===== src/rtl/rr_arb_pkg.sv =====
// Shared definitions for the round-robin arbiter and its transfer controller.
// Used by rr_onehot_enc and rr_grant_xfer_ctrl (optional macro: XFER_TIMEOUT_EN).
package rr_arb_pkg;

  localparam int unsigned N_REQ       = 4;
  localparam int unsigned IDX_W       = 2;
  localparam int unsigned TIMEOUT_MAX = 255;

  typedef enum logic [1:0] {
    IDLE = 2'd0,
    XFER = 2'd1,
    DONE = 2'd2
  } state_e;

  // OR-reduction of set-bit positions; only meaningful for a one-hot input.
  function automatic logic [IDX_W-1:0] onehot_to_idx(input logic [N_REQ-1:0] v);
    logic [IDX_W-1:0] idx;
    idx = '0;
    for (int unsigned i = 0; i < N_REQ; i++) begin
      if (v[i]) idx = idx | IDX_W'(i);
    end
    return idx;
  endfunction

  function automatic logic is_onehot(input logic [N_REQ-1:0] v);
    logic [N_REQ-1:0] one;
    one = {{(N_REQ-1){1'b0}}, 1'b1};
    return (v != '0) && ((v & (v - one)) == '0);
  endfunction

endpackage


===== src/rtl/rr_onehot_enc.sv =====
// Grant-vector encoder: index of the set bit plus any/one-hot qualifiers.
module rr_onehot_enc
  import rr_arb_pkg::*;
(
  input  logic [N_REQ-1:0] i_vec,
  output logic [IDX_W-1:0] o_idx,
  output logic             o_any,
  output logic             o_onehot
);

  // Pure combinational decode of the grant vector.
  always_comb begin
    o_idx    = onehot_to_idx(i_vec);
    o_any    = |i_vec;
    o_onehot = is_onehot(i_vec);
  end

endmodule


===== src/rtl/rr_grant_xfer_ctrl.sv =====
// Burst transfer controller behind a one-hot round-robin grant.
// Latches the granted master, streams len+1 beats to the sink, then pulses done.
// err is registered: it pulses the cycle after an illegal grant is seen in IDLE.
// Optional macro XFER_TIMEOUT_EN adds an 8-bit stall timeout that ends the burst early.
module rr_grant_xfer_ctrl
  import rr_arb_pkg::*;
#(
  parameter int unsigned N  = 4,
  parameter int unsigned DW = 8,
  parameter int unsigned LW = 4,
  parameter int unsigned OW = 2
) (
  input  logic          i_clk,
  input  logic          i_rst,
  input  logic [N-1:0]  i_grant,
  input  logic [N-1:0]  i_req,
  input  logic [N*DW-1:0] i_m_data,
  input  logic [N*LW-1:0] i_m_len,
  input  logic          i_s_ready,
  output logic          o_s_valid,
  output logic [DW-1:0] o_s_data,
  output logic          o_s_last,
  output logic [OW-1:0] o_owner,
  output logic          o_busy,
  output logic [N-1:0]  o_hold,
  output logic [N-1:0]  o_done,
  output logic          o_err
);

  state_e        r_state, w_state_d;
  logic [OW-1:0] r_owner, w_owner_d;
  logic [LW-1:0] r_len,   w_len_d;
  logic [LW-1:0] r_cnt,   w_cnt_d;
  logic          r_err,   w_err_d;
`ifdef XFER_TIMEOUT_EN
  logic [7:0]    r_stall, w_stall_d;
`endif

  logic [OW-1:0] w_idx;
  logic          w_any;
  logic          w_onehot;
  logic [DW-1:0] w_data_arr [N];
  logic [LW-1:0] w_len_arr  [N];
  logic          w_last;
  logic [N-1:0]  w_owner_oh;

  rr_onehot_enc u_enc (
    .i_vec    (i_grant),
    .o_idx    (w_idx),
    .o_any    (w_any),
    .o_onehot (w_onehot)
  );

  // Unpack the flat per-master buses into indexable arrays.
  always_comb begin
    for (int i = 0; i < N; i++) begin
      w_data_arr[i] = i_m_data[i*DW +: DW];
      w_len_arr[i]  = i_m_len[i*LW +: LW];
    end
  end

  always_comb begin
    w_last     = (r_state == XFER) && (r_cnt == r_len);
    w_owner_oh = N'(1) << r_owner;
  end

  // Next-state logic; grant/req are only looked at in IDLE so a burst always completes.
  always_comb begin
    w_state_d = r_state;
    w_owner_d = r_owner;
    w_len_d   = r_len;
    w_cnt_d   = r_cnt;
    w_err_d   = 1'b0;
`ifdef XFER_TIMEOUT_EN
    w_stall_d = r_stall;
`endif
    unique case (r_state)
      IDLE: begin
        if (w_onehot && i_req[w_idx]) begin
          w_owner_d = w_idx;
          w_len_d   = w_len_arr[w_idx];
          w_cnt_d   = '0;
          w_state_d = XFER;
`ifdef XFER_TIMEOUT_EN
          w_stall_d = '0;
`endif
        end else if (w_any && !w_onehot) begin
          w_err_d = 1'b1;
        end
      end
      XFER: begin
        if (i_s_ready) begin
`ifdef XFER_TIMEOUT_EN
          w_stall_d = '0;
`endif
          // Exit on equality, so the counter never wraps even at len = 2^LW-1.
          if (w_last) w_state_d = DONE;
          else        w_cnt_d   = r_cnt + 1'b1;
        end else begin
`ifdef XFER_TIMEOUT_EN
          // 255th consecutive stall cycle: abandon the burst with an error.
          if (r_stall == 8'(TIMEOUT_MAX - 1)) begin
            w_state_d = DONE;
            w_err_d   = 1'b1;
          end else begin
            w_stall_d = r_stall + 8'd1;
          end
`endif
        end
      end
      DONE: begin
        w_state_d = IDLE;
      end
      default: begin
        w_state_d = IDLE;
      end
    endcase
  end

  // State register with synchronous reset.
  always_ff @(posedge i_clk) begin
    if (i_rst) begin
      r_state <= IDLE;
      r_owner <= '0;
      r_len   <= '0;
      r_cnt   <= '0;
      r_err   <= 1'b0;
`ifdef XFER_TIMEOUT_EN
      r_stall <= '0;
`endif
    end else begin
      r_state <= w_state_d;
      r_owner <= w_owner_d;
      r_len   <= w_len_d;
      r_cnt   <= w_cnt_d;
      r_err   <= w_err_d;
`ifdef XFER_TIMEOUT_EN
      r_stall <= w_stall_d;
`endif
    end
  end

  // Outputs decoded from the registered state.
  always_comb begin
    o_s_valid = (r_state == XFER);
    o_s_data  = w_data_arr[r_owner];
    o_s_last  = w_last;
    o_owner   = r_owner;
    o_busy    = (r_state != IDLE);
    o_hold    = (r_state != IDLE) ? w_owner_oh : '0;
    o_done    = (r_state == DONE) ? w_owner_oh : '0;
    o_err     = r_err;
  end

endmodule


===== config.mk =====
export PLATFORM = sky130hd
export DESIGN_NAME = rr_grant_xfer_ctrl
export DESIGN_NICKNAME = d
export VERILOG_FILES = /design/src/rtl/rr_arb_pkg.sv /design/src/rtl/rr_onehot_enc.sv /design/src/rtl/rr_grant_xfer_ctrl.sv
export SDC_FILE = /design/constraint.sdc
export NUM_CORES = 1
export LEC_CHECK = 0
export CORE_ASPECT_RATIO = 0.8
export CORE_MARGIN = 3
export CORE_UTILIZATION = 35
export CTS_CLUSTER_DIAMETER = 200
export DETAILED_ROUTE_END_ITERATION = 8
export PLACE_DENSITY = 0.81
export SLEW_MARGIN = 10
export SYNTH_ARGS = -nofsm -noshare
export SYNTH_HDL_FRONTEND = slang
export SYNTH_SLANG_ARGS = --single-unit

===== constraint.sdc =====
create_clock -name i_clk -period 2 [get_ports i_clk]
set_input_delay 0.4 -clock i_clk [delete_from_list [all_inputs] [get_ports i_clk]]
set_output_delay 0.4 -clock i_clk [all_outputs]
set_load 0.02 [all_outputs]

# == Yosys cells after proc, flatten, opt, wreduce, memory -nomap -nowiden ==
# Cells that the tools add are included.
# totals
regBits,13
out_inout_bits,22
# classes
add_sub_neg,2
magnitude_cmp,3
eq_ne,7
shift,1
mux,22
bitwise_logic,4
n_reduce_logical,15
# op_table
op,n
$mux W4,7
$bmux W8 S2,1
$mux W8,2
$mux W2,5
$bmux W4 S2,1
$pmux W4 S2,1
$ge A3 B3 Y1 const B,2
$ne A2 B2 Y1 const B,3
$not A2 Y3,2
$add A4 B1 Y4 const B,1
$and A4 B4 Y4,1
$eq A4 B4 Y1,1
$logic_and A1 B1 Y1,4
$logic_not A4 Y1,1
$pmux W2 S2,1
$reduce_and A4 Y1,1
$reduce_bool A2 Y1,2
$reduce_bool A4 Y1,1
$reduce_or A4 Y1,1
$shl A1 B2 Y4 const A,1
$sub A4 B1 Y4 const B,1
$lt A2 B3 Y1 const B,1
$mux W1,3
$reduce_and A3 Y1,1
9 further kinds,9

# == Depth between registers and ports, before layout ==
# depth
word_depth,8
ltp_mapped,6

# == Hierarchy ==
# A second synthesis with hierarchy kept.
# unflattened
hier_cells,117
hier_area_um2,1169.9
# by_module_without_submodules
module,instances,cells_per_inst,area_each_um2,seq_area_each_um2
rr_grant_xfer_ctrl,1,109,1112.3,260.2
rr_onehot_enc,1,8,57.6,0.0

# == Worst setup path before layout ==
# Ideal clock, no wire load.
# synth_timing
path_kind,register to output
start,register r_cnt[1]
end,output port o_s_last
arrival_ps,1504
path_slack_ps,96
path_stages_with_launch,5
cell_sequence,dfxtp_1 -> xor2_1 -> nor4_2 -> nand2_1 -> nor2_1
# synth_between
elab_chain_cells,2
# synth_rtl
item,line_no,rtl
"start, declared",rr_grant_xfer_ctrl.sv:33,"logic [LW-1:0] r_cnt, w_cnt_d;"
"start signal, assigned",rr_grant_xfer_ctrl.sv:135,r_cnt <= w_cnt_d;
$eq A4 B4 Y1,rr_grant_xfer_ctrl.sv:63,w_last = (r_state == XFER) && (r_cnt == r_len);
$logic_and A1 B1 Y1,rr_grant_xfer_ctrl.sv:63,
"end, declared",rr_grant_xfer_ctrl.sv:22,"output logic o_s_last,"
# Every way passes these cells.

# == Final worst setup path ==
# layout_timing
start,input port i_m_data[25]
end,output port o_s_data[1]
# layout_between
elab_chain_cells,3
# layout_rtl
item,line_no,rtl
"start, declared",rr_grant_xfer_ctrl.sv:17,"input logic [N*DW-1:0] i_m_data,"
$bmux W8 S2,rr_grant_xfer_ctrl.sv:146,o_s_data = w_data_arr[r_owner];
$mux W8 (not written as such) (2 in a row),rr_grant_xfer_ctrl.sv:146,
"end, declared",rr_grant_xfer_ctrl.sv:21,"output logic [DW-1:0] o_s_data,"
# Every way passes these cells. The select of a mux whose other input is x is not followed.

==> impl_metrics.ini <==
[power_and_ir_drop]
clkPwrFrac_pct = 24.1
p_comb_share_pct = 45.7
p_leak_nw = 0.980
p_seq_share_pct = 30.2
max-vdd-ir-drop_mv = 0.480
pwr_density_cell_nw_per_um2 = 439
switching_share_pct = 30.1
p_int_mw = 0.670
p_switching_mw = 0.289
total_power_mw = 0.958

[synthesis]
synthCells = 124
ys_types = 38
ys_seq_elements = 13
synth_nets = 184
syn_avg_cell_area_um2 = 9.08
synth_area_um2 = 1130
ys_warn_count = 0
yosysSeqAreaShare_pct = 23.1

[cells_and_area]
design_area_um2 = 2180
n_antenna_cell = 0
areaGrowthSynthToFinish_pct = 93.7
fin_nets = 283
drive_gt1_share_pct = 22.1

[die]
die_h_um = 56.7
initial_core_util_pct = 38.6
die_area_um2 = 3940
die_x_um = 69.4
rows = 17
pin_count = 81
core_um2 = 2910

[route]
drt_iter0_markers = 54
ant_nets = 0
wl_per_cell_um = 14.9
routed_wl_mm = 3.87
m1WireLength_mm = 1.56
routed.top_layer = met3
drtPass1Iterations = 4
met2WireLength_mm = 2.03
vias = 1395
drc = 0
wl_met3_um = 288
viasPerCell = 5.37

[clock_tree]
ctsHtreeMaxLevel = 1
clk_pin_slew_ps = 50
cts_sinks = 13
clkLatencyLatePin_ps = 240
clockRootBuffer = clkbuf_8
hold_buffers = 0
cts_made_buffers = 3
clockBufferDepth = 2
tritoncts = yes

[placement]
post-place-ws_ps = -259
port_buffers = 80
dpl.hpwl_mm = 3.16
place_area_um2 = 2100
globalplace.congestion = 0.875

[worst_setup_path]
critPathLaunchType = input pin
critPathKind = in2out
worst_ep_required_time_ps = 1600
crit_path_end_kind = primary output
critPathMaxStageDelay_ps = 460
path_cells = clkdlybuf4s50_1, mux4_2, clkdlybuf4s15_1
crit_buf_inv = 2
crit_fanout = 1
slowest_stage = mux4_2
worstPathArrival_ps = 1570
critPathTopFamily = buffers and inverters

[grt]
grt_usage_pct = 20.2
grt_max_degree = 15
globalRoute.totalOverflow = 0
first_global_vias = 1414
grt_pass1_wl_mm = 6.61
grt_antenna_before_repair = 0

[sta]
worstMarginPinSlew_ps = 382
setup_slack_ps = 29.5
hold_slack_ps = 491
period_needed_ps = 1970
hold_viol = 0
relSlewSlack_pct = 73.9
fmax_ghz = 0.507
skew_ps = 1.51
report.final.slew_viol_count = 0
finalSetupViolations = 0
min_period_over_period_pct = 98.5

[min_path]
hold_class = reg2reg

[run]
drv_cap = 0

[status]
outcome = completed
-- cells in the mapped netlist --
master      n  share of area [%]
a2111oi_0   4                3.1
a2111oi_4   1                2.4
a211o_1     2                1.6
a211oi_1    4                2.7
a211oi_2    2                2.2
a21oi_1     2               0.89
a21oi_2     1               0.78
a31oi_1     1               0.56
and2b_1     1               0.67
and4bb_1    1                1.1
and4bb_2    1                1.1
buf_1       1               0.33
buf_2       3                1.3
buf_6       1                1.0
clkbuf_1    3                1.0
dfxtp_1    13                 23
ha_1        1                1.1
inv_1       6                2.0
mux2i_1     4                3.6
mux4_2      8                 16
nand2_1     6                2.0
nand2b_1    4                2.2
nand3_1     2               0.89
nor2_1     17                5.7
nor2b_1     4                2.2
nor3_1      4                1.8
nor4_1      2                1.1
nor4_2      1                1.1
nor4b_1     4                3.1
o211ai_1    1               0.67
o21a_1      1               0.67
o21ai_0     2               0.89
o311ai_0    1               0.78
o31a_1      1               0.78
o31ai_1     2                1.3
or3_1       2                1.1
or4_1       6                4.0
xor2_1      4                3.1
-- power by group through the flow --
| stage | Combinational (mW) | Sequential (mW) | Clock (mW) |
|---|---|---|---|
| floorplan | 0.194 | 0.297 | 0 |
| global placement | 0.442 | 0.294 | 0 |
| detailed placement | 0.451 | 0.295 | 0 |
| CTS | 0.440 | 0.290 | 0.236 |
| global route | 0.472 | 0.292 | 0.249 |
| finish | 0.438 | 0.289 | 0.231 |
-- state kept, by name, summed over array words and instances, names as in the netlist --
signal,flops
r_cnt,4
o_err,1
r_len,4
r_state,2
o_owner,2
-- area by class of cell --
class                           count  area [µm²]
Tap cell                           38        47.5
Clock buffer                        4        45.0
Inverter                            6        22.5
Fill cell                         202         733
Sequential cell                    13         264
Timing Repair Buffer              102         978
Multi-Input combinational cell     97         823
-- stage by stage --
step / utilization [%] / std cells / setup TNS, ps
4_1_cts: 73.9 / 259 / 0
3_3_place_gp: 72.2 / 255 / -2980
5_1_grt: 74.8 / 260 / -0.571
3_5_place_dp: 72.2 / 255 / -4140
2_1_floorplan: - / 124 / 0
6_report: 74.8 / 260 / 0
-- worst min-delay path, stage by stage, from the launching register on --
cell and delay [ps]:
dfxtp_1 310, nand2b_1 70, mux2i_1 60
-- layer usage --
| metal | global-route usage (%) | up-vias |
|---|---|---|
| li1 | - | 676 |
| met1 | 24.4 | 653 |
| met2 | 37.2 | 66 |
| met3 | 5.19 | 0 |
| met4 | 1.95 | 0 |
| met5 | 0 | - |
-- path summary, 6_finish.rpt --
| kind | cells past startpoint | from | slack (ps) | end |
|---|---|---|---|---|
| worst max-delay path | 3 | i_m_data[25] | 30 | o_s_data[1] |
| worst min-delay path | 2 | r_len[2] | 490 | r_len[2] |
| worst max register to register | 5 | r_cnt[2] | 340 | r_cnt[2] |
| worst min register to register | 2 | r_len[2] | 490 | r_len[2] |
-- cell families after synthesis --
group	Yosys count	synth area share (%)
and+or+nand+nor	55	28.1
AOI/OAI and AO/OA	25	19.3
buffers and inverters	14	5.67
DFF	13	23.1
muxes	12	19.6
xor gates and xnor gates	4	3.11
adders and majority gates	1	1.11
-- placed cells by master, fill, tap and decap left out, types with 5 or more instances in the layout --
master           synthesis  layout
inv_1                    6       6
dfxtp_1                 13      12
nor2_1                  17      17
nand2_1                  6       6
a211oi_2                 2       5
or4_1                    6       6
clkdlybuf4s50_1          0      59
dlymetal6s2s_1           0      10
mux4_2                   8       8
buf_4                    0      22
-- what timing repair did --
action / 4_1_cts / 5_1_grt
setup buffers: 0 / 1
gates resized for setup: 20 / 24
hold endpoints to repair: 0 / 0
endpoints found under the setup margin: 19 / 20
pin swaps: 0 / 4
Power figures use the tool's default switching activity.
